[src/rtl/if_fetch_buf_pkg.sv]
`default_nettype none
// ============================================================================
// Module   : if_fetch_buf_pkg
// Brief    : Shared CPU defines for the instruction-fetch buffer.
// Revision : 1.0
// ============================================================================
package if_fetch_buf_pkg;

    localparam int InstAddrBus = 6;
    localparam int InstBus     = 32;

    localparam logic ChipEnable  = 1'b1;
    localparam logic ChipDisable = 1'b0;
    localparam logic RstEnable   = 1'b0;

    typedef struct packed {
        logic [InstAddrBus-1:0] pc;
        logic [InstBus-1:0]     inst;
    } fetch_entry_t;

endpackage : if_fetch_buf_pkg
`default_nettype wire

[src/rtl/if_fetch_buf_sync_fifo.sv]
`default_nettype none
// ============================================================================
// Module   : sync_fifo
// Brief    : Parameterised synchronous FIFO with occupancy count and clear.
// Revision : 1.0
// ============================================================================
module sync_fifo
    import if_fetch_buf_pkg::*;
#(
    parameter int WIDTH = 8,
    parameter int DEPTH = 4
) (
    input  logic                     clk,
    input  logic                     rst,
    input  logic                     clr,
    input  logic                     push,
    input  logic                     pop,
    input  logic [WIDTH-1:0]         wdata,
    output logic [WIDTH-1:0]         rdata,
    output logic [$clog2(DEPTH):0]   count,
    output logic                     empty
);

    localparam int PW = $clog2(DEPTH);
    localparam int CW = PW + 1;

    logic [WIDTH-1:0] mem [DEPTH];
    logic [PW-1:0]    rd_ptr;
    logic [PW-1:0]    wr_ptr;
    logic             full;
    logic             do_push;
    logic             do_pop;

    assign full    = (count == CW'(DEPTH));
    assign empty   = (count == '0);
    assign do_push = push & ~full;
    assign do_pop  = pop & ~empty;

    always_ff @(posedge clk) begin
        if (rst == RstEnable || clr) begin
            rd_ptr <= '0;
            wr_ptr <= '0;
            count  <= '0;
        end else begin
            if (do_push) wr_ptr <= wr_ptr + PW'(1);
            if (do_pop)  rd_ptr <= rd_ptr + PW'(1);
            case ({do_push, do_pop})
                2'b10:   count <= count + CW'(1);
                2'b01:   count <= count - CW'(1);
                default: count <= count;
            endcase
        end
    end

    // Storage needs no reset: the read port is masked to zero while empty.
    always_ff @(posedge clk) begin
        if (rst != RstEnable && !clr && do_push)
            mem[wr_ptr] <= wdata;
    end

    assign rdata = empty ? '0 : mem[rd_ptr];

    always_ff @(posedge clk) begin : p_no_overflow
        if (rst != RstEnable && !clr && push)
            assert (!full);
    end

endmodule : sync_fifo
`default_nettype wire

[src/rtl/if_fetch_buf.sv]
`default_nettype none
// ============================================================================
// Module   : if_fetch_buf
// Brief    : Fetch stage: issues ROM reads from the PC stream and buffers
//            PC-tagged instructions for decode behind a valid/ready handshake.
// Revision : 1.0
// ============================================================================
module if_fetch_buf
    import if_fetch_buf_pkg::*;
#(
    parameter int AW    = InstAddrBus,
    parameter int DW    = InstBus,
    parameter int DEPTH = 4
) (
    input  logic          clk,
    input  logic          rst,
    input  logic [AW-1:0] pc,
    input  logic          ce,
    output logic          pc_stall,
    output logic          rom_ce,
    output logic [AW-1:0] rom_addr,
    input  logic [DW-1:0] rom_data,
    input  logic          flush,
    output logic          id_valid,
    input  logic          id_ready,
    output logic [DW-1:0] id_inst,
    output logic [AW-1:0] id_pc
);

    localparam int CW = $clog2(DEPTH) + 1;

    logic [CW-1:0]    count;
    logic             empty;
    logic             inflight;
    logic [AW-1:0]    inflight_pc;
    logic             space;
    logic             pop;
    logic [AW+DW-1:0] head;

    // The in-flight read already owns a slot; a same-cycle pop earns no credit.
    assign space    = ({1'b0, count} + {{CW{1'b0}}, inflight}) < (CW+1)'(DEPTH);
    assign rom_ce   = ce & space & ~flush;
    assign rom_addr = pc;
    assign pc_stall = ce & (~space | flush);

    always_ff @(posedge clk) begin
        if (rst == RstEnable || flush) begin
            inflight    <= ChipDisable;
            inflight_pc <= '0;
        end else begin
            inflight    <= rom_ce;
            inflight_pc <= rom_addr;
        end
    end

    assign id_valid = ~empty;
    assign pop      = id_valid & id_ready;
    assign id_inst  = head[DW-1:0];
    assign id_pc    = head[AW+DW-1:DW];

    sync_fifo #(
        .WIDTH (AW + DW),
        .DEPTH (DEPTH)
    ) u_fifo (
        .clk   (clk),
        .rst   (rst),
        .clr   (flush),
        .push  (inflight),
        .pop   (pop),
        .wdata ({inflight_pc, rom_data}),
        .rdata (head),
        .count (count),
        .empty (empty)
    );

endmodule : if_fetch_buf
`default_nettype wire

[config.mk]
export PLATFORM = sky130hd
export DESIGN_NAME = if_fetch_buf
export DESIGN_NICKNAME = d
export VERILOG_FILES = /design/src/rtl/if_fetch_buf_pkg.sv /design/src/rtl/if_fetch_buf_sync_fifo.sv /design/src/rtl/if_fetch_buf.sv
export SDC_FILE = /design/constraint.sdc
export NUM_CORES = 1
export LEC_CHECK = 0
export ABC_AREA = 0
export CORE_MARGIN = 8
export CORE_UTILIZATION = 49
export CTS_BUF_LIST = sky130_fd_sc_hd__clkbuf_8 sky130_fd_sc_hd__clkbuf_16
export CTS_CLUSTER_SIZE = 24
export DETAILED_ROUTE_END_ITERATION = 6
export PLACE_DENSITY = 0.76
export SYNTH_ARGS = -nofsm -noshare
export SYNTH_HDL_FRONTEND = slang
export SYNTH_SLANG_ARGS = --single-unit
[constraint.sdc]
create_clock -name clk -period 2.2 [get_ports clk]
set_input_delay 0.44 -clock clk [delete_from_list [all_inputs] [get_ports clk]]
set_output_delay 0.44 -clock clk [all_outputs]
set_load 0.05 [all_outputs]
-- After elaboration in Yosys (flattened, before gate mapping)
Memories as Yosys holds them, arrays and structs flattened. A register that Yosys moved wholly into a read port is not among the register bits.
Cells that the tools add are included.
- register bits after elaboration: 14
- bits in writable memories: 152
- logic and storage cells: 39
- memories: 1
- memory list (memory ; depth ; bits a word ; rd ports ; clocked after memory_dff ; write ports ; line ; source):
    u_fifo.mem ; 4 ; 38 ; 1 ; 1 ; 1 ; if_fetch_buf_sync_fifo.sv:27 ; logic [WIDTH-1:0] mem [DEPTH];
- add/sub/neg operators: 5
- order comparisons: 1
- equality and inequality tests: 3
- muxes and demuxes: 6
- bitwise gates (word level): 12
- reduce and logical (&&, ||, !) cells: 6
- operators by type and width (kind ; number):
    $mux W38 ; 1
    $and A1 B1 Y1 ; 6
    $pmux W3 S2 ; 1
    $not A1 Y1 ; 5
    $add A2 B1 Y2 const B ; 2
    $add A3 B1 Y4 ; 1
    $lt A4 B3 Y1 const B ; 1
    $mux W2 ; 2
    $add A3 B1 Y3 const B ; 1
    $eq A3 B3 Y1 const B ; 1
    $logic_not A3 Y1 ; 1
    $sub A3 B1 Y3 const B ; 1
    $eq A2 B1 Y1 const B ; 1
    $eq A2 B2 Y1 const B ; 1
    $logic_and A1 B1 Y1 ; 2
    $mux W1 ; 2
    $reduce_bool A2 Y1 ; 1
    $logic_not A1 Y1 ; 1
    $logic_or A1 B1 Y1 ; 1
    $or A1 B1 Y1 ; 1

-- Longest topological paths before layout
- word-level depth: 6
- gate-level depth with buffers: 9

-- Cells and area by module
Synthesis repeated with hierarchy kept, for this count alone.
- cell total of the unflattened synthesis: 319
- area total of the unflattened synthesis: 6501.2 um^2
- modules (own cells, without submodules) (module ; instances ; cells each ; area each (um^2)):
    sync_fifo ; 1 ; 293 ; 6212.2
    if_fetch_buf ; 1 ; 26 ; 289.0

-- Least setup slack after synthesis
No wires, ideal clock.
- path kind: input-to-reg
- from: in rst
- to: mem u_fifo.mem[0][0] in the netlist's numbering (enable)
- library setup time: 0.399 ns
- arrival: 1.925 ns
- data required time: 1.801 ns
- slack: -0.124 ns
- stages: 3
- buffers on the path: 1
- cell sequence: nor2b_1 -> clkbuf_1 -> and3_1
- longest elaborated chain between the ends: 4
- RTL lines (element ; line ; source):
    start, declared ; if_fetch_buf.sv:16 ; input logic rst,
    $logic_and A1 B1 Y1 (2 in series) ; if_fetch_buf_sync_fifo.sv:57 ; if (rst != RstEnable && !clr && do_push)
    $mux W1 ; if_fetch_buf_sync_fifo.sv:57 ;
    $mux W1 (implied by the code) ; if_fetch_buf_sync_fifo.sv:58 ; mem[wr_ptr] <= wdata;
    end, declared ; if_fetch_buf_sync_fifo.sv:27 ;
No other way between the ends.

==> qor.yml <==
timing:
  finClkSkew_ns: 0.008052
  slew-limit-headroom: 0.7632
  slew_violations: 0
  min_period_over_period: 1.052
  whs_ns: 0.4916
  finalCriticalPeriod_ns: 2.314
  setup_ws_ns: -0.1139
  tightest_slew_ns: 0.3529
  setup_viol: 38
  tns_ns: -2.463
  rsz0062_at_grt: "true"
  fmax_mhz: 432.2
  hold_viol_final: 0
global_route:
  grt_pass1_wl_um: 18660
  grt_overflow_total: 0
  antenna_found_initial: 0
  grt_max_degree: 43
  grt_pass1_vias: 3538
  globalRouteTotalUtil: 0.1510
pwr:
  p_seq_frac: 0.533
  power_density_nw_per_um2: 765.1
  ir_drop_v: 0.0005398
  combPwrFrac: 0.042
  power.internal_w: 0.005302
  swShare: 0.1900
  total_power_w: 0.006546
  clockPowerShare: 0.425
  p_sw_w: 0.001244
  p_leak_nw: 2.900
yosys:
  synth-simple-area-share: 0.06591
  synth-seq-area-share: 0.7545
  synth-compound-area-share: 0.008697
  synth_top_family_by_area: "multiplexers"
  synth_fp_nets: 367
  syn_area_um2: 6474
  synthAdderAreaFrac: 0.01276
  syn_inst: 318
  synth_xor_area_frac: 0.002706
  synthMuxAreaShare: 0.1322
  syn_area_per_cell_um2: 20.36
  ys_seq_elements: 168
  ys_warn_count: 0
  synth_cell_types: 28
clock_network:
  holdBufCountCts: 0
  clock_latency_ns: 0.41
  cts.clk_slew.worst_paths_ns: 0.06
  h-tree-depth: 4
  numCtsBuffers: 17
  cts_root_buf: "clkbuf_16"
  cts_tree: "yes"
  cts.path.max_buffers: 2
  cts_sinks: 168
floorplan:
  die_area_um2: 17150
  ios: 90
  start_util: 0.4947
  core_area_um2: 13090
  die_y_um: 130.9
  std_cell_rows: 42
  die_w_um: 130.9
drt:
  post-route-drc-count: 0
  drt-initial-drc-count: 201
  firstDrtPassIters: 4
  detail_route.wirelength_um: 12400
  antenna_left: 0
  vias: 3300
  wl_per_cell_um: 19.97
  viasPerCell: 5.314
layout:
  diodes: 0
  nets: 481
  fillCellCount: 847
  final_cell_mix: "152 x edfxtp_1, 42 x clkdlybuf4s50_1, 38 x mux4_2"
  final_area_um2: 8556
  area.growth.synth_to_final_pct: 32.16
  multiInputGateArea_um2: 1526
  layout_commonest_cell: "edfxtp_1"
  seqCellArea_um2: 4890
  fin_util: 0.6539
  final_layout_size_suffix_gt1_frac: 0.3573
run:
  drv_cap: 0
worst_setup_path:
  arrival_ns: 1.87
  cpPeakStageDelay_ns: 0.49
  worstPathCellList: "buf_12 > mux4_2 > and2b_1 > buf_6"
  path_class: "flop to output pin"
  reg2reg_slack_ns: 0.07
  r2r_start: "u_fifo.count[0]"
  required_ns: 1.76
  startpoint_type: "flop"
  crit_family: "multiplexers"
  end_kind: "output pin"
  worstPathBufferInverterCount: 2
  critPathMaxFanout: 9
  critPathSlowestCell: "mux4_2"
placed_design:
  hpwlAfterDp_um: 7428
  placed_cell_area_um2: 7687
  io_buffer_count: 89
  finalWeightedCongestion: 0.7424
min_path:
  hold_path.startpoint: "inflight_pc[1]"
  hp-class: "flop to flop"
run_status:
  violations: "negative setup slack"
  outcome: "finished with violations"
## per-stage QoR
| step | cells | worst slack (ns) |
|---|---|---|
| global route | 621 | -0.1883 |
| floorplan | 318 | 0.02657 |
| global placement | 583 | -0.2062 |
| finish | 621 | -0.1139 |
| detailed placement | 583 | -0.2738 |
| CTS | 621 | -0.1716 |
## timing repair
action / 4_1_cts / 5_1_grt
gates cloned: 2 / 2
pin swaps: 1 / 0
endpoints found under the setup margin: 39 / 41
setup buffers: 4 / 1
gates resized for setup: 48 / 16
## cell usage after synthesis
| cell | count | area share |
|---|---|---|
| a21oi_1 | 3 | 0.0023 |
| a311oi_1 | 1 | 0.0014 |
| and2_1 | 7 | 0.0068 |
| and2_4 | 1 | 0.0014 |
| and2b_1 | 3 | 0.0035 |
| and3_1 | 5 | 0.0048 |
| buf_2 | 3 | 0.0023 |
| buf_4 | 7 | 0.0081 |
| buf_6 | 3 | 0.0052 |
| clkbuf_1 | 6 | 0.0035 |
| dfxtp_1 | 16 | 0.049 |
| edfxtp_1 | 152 | 0.71 |
| fa_1 | 1 | 0.0031 |
| ha_1 | 5 | 0.0097 |
| inv_1 | 7 | 0.0041 |
| mux4_2 | 38 | 0.13 |
| nand2_1 | 3 | 0.0017 |
| nand2b_1 | 1 | 0.00097 |
| nand4_1 | 2 | 0.0019 |
| nor2_1 | 3 | 0.0017 |
| nor2b_1 | 38 | 0.037 |
| nor3_2 | 1 | 0.0015 |
| o21ai_0 | 5 | 0.0039 |
| o31ai_1 | 1 | 0.0012 |
| or3_1 | 2 | 0.0019 |
| or3b_1 | 1 | 0.0014 |
| or4b_1 | 1 | 0.0015 |
| xor2_1 | 2 | 0.0027 |
## registers in the layout, summed over array words and instances (netlist names), named ones only
name	flops
u_fifo.mem	152
inflight	1
u_fifo.count	3
inflight_pc	6
u_fifo.rd_ptr	2
u_fifo.wr_ptr	2
## cells by family (layout without fill, tap and decap cells)
group | count (synthesis) | after routing
adders and majority gates | 6 | 6
muxes | 38 | 38
buffers and inverters | 26 | 153
xor gates and xnor gates | 2 | 2
and+or+nand+nor | 68 | 68
AOI/OAI and AO/OA | 10 | 10
DFF | 168 | 168
## area by class of cell
type / instances / area share
clock buffers: 22 / 0.06171
clock inverters: 10 / 0.005703
inverters: 7 / 0.003071
multi-input cells: 124 / 0.1784
flip-flops and latches: 168 / 0.5715
well taps: 176 / 0.02574
repair buffers: 114 / 0.1538
## power groups by stage
stage          combinational, W  clock (W)  sequential (W)
5_1_grt                0.000291    0.00294         0.00349
2_1_floorplan          0.000104          0         0.00356
3_3_place_gp           0.000255          0         0.00356
3_5_place_dp           0.000260          0         0.00356
4_1_cts                0.000272    0.00283         0.00349
6_report               0.000275    0.00278         0.00349
## path summary, 6_finish.rpt
| path | endpoint | depth (start not counted) |
|---|---|---|
| setup reg to reg | u_fifo.count[2] | 9 |
| setup / recovery | id_inst[2] | 4 |
| hold reg to reg | u_fifo.mem[3][33] | 0 |
| hold / removal | u_fifo.mem[3][33] | 0 |
## routing by layer
metal | track usage | share of wire
met2 | 0.2566 | 0.53
met1 | 0.1755 | 0.41
met4 | 0.06144 | 0.014
met5 | 0 | 0
met3 | 0.04545 | 0.051
Note: power is estimated with default switching activity, not from simulation.
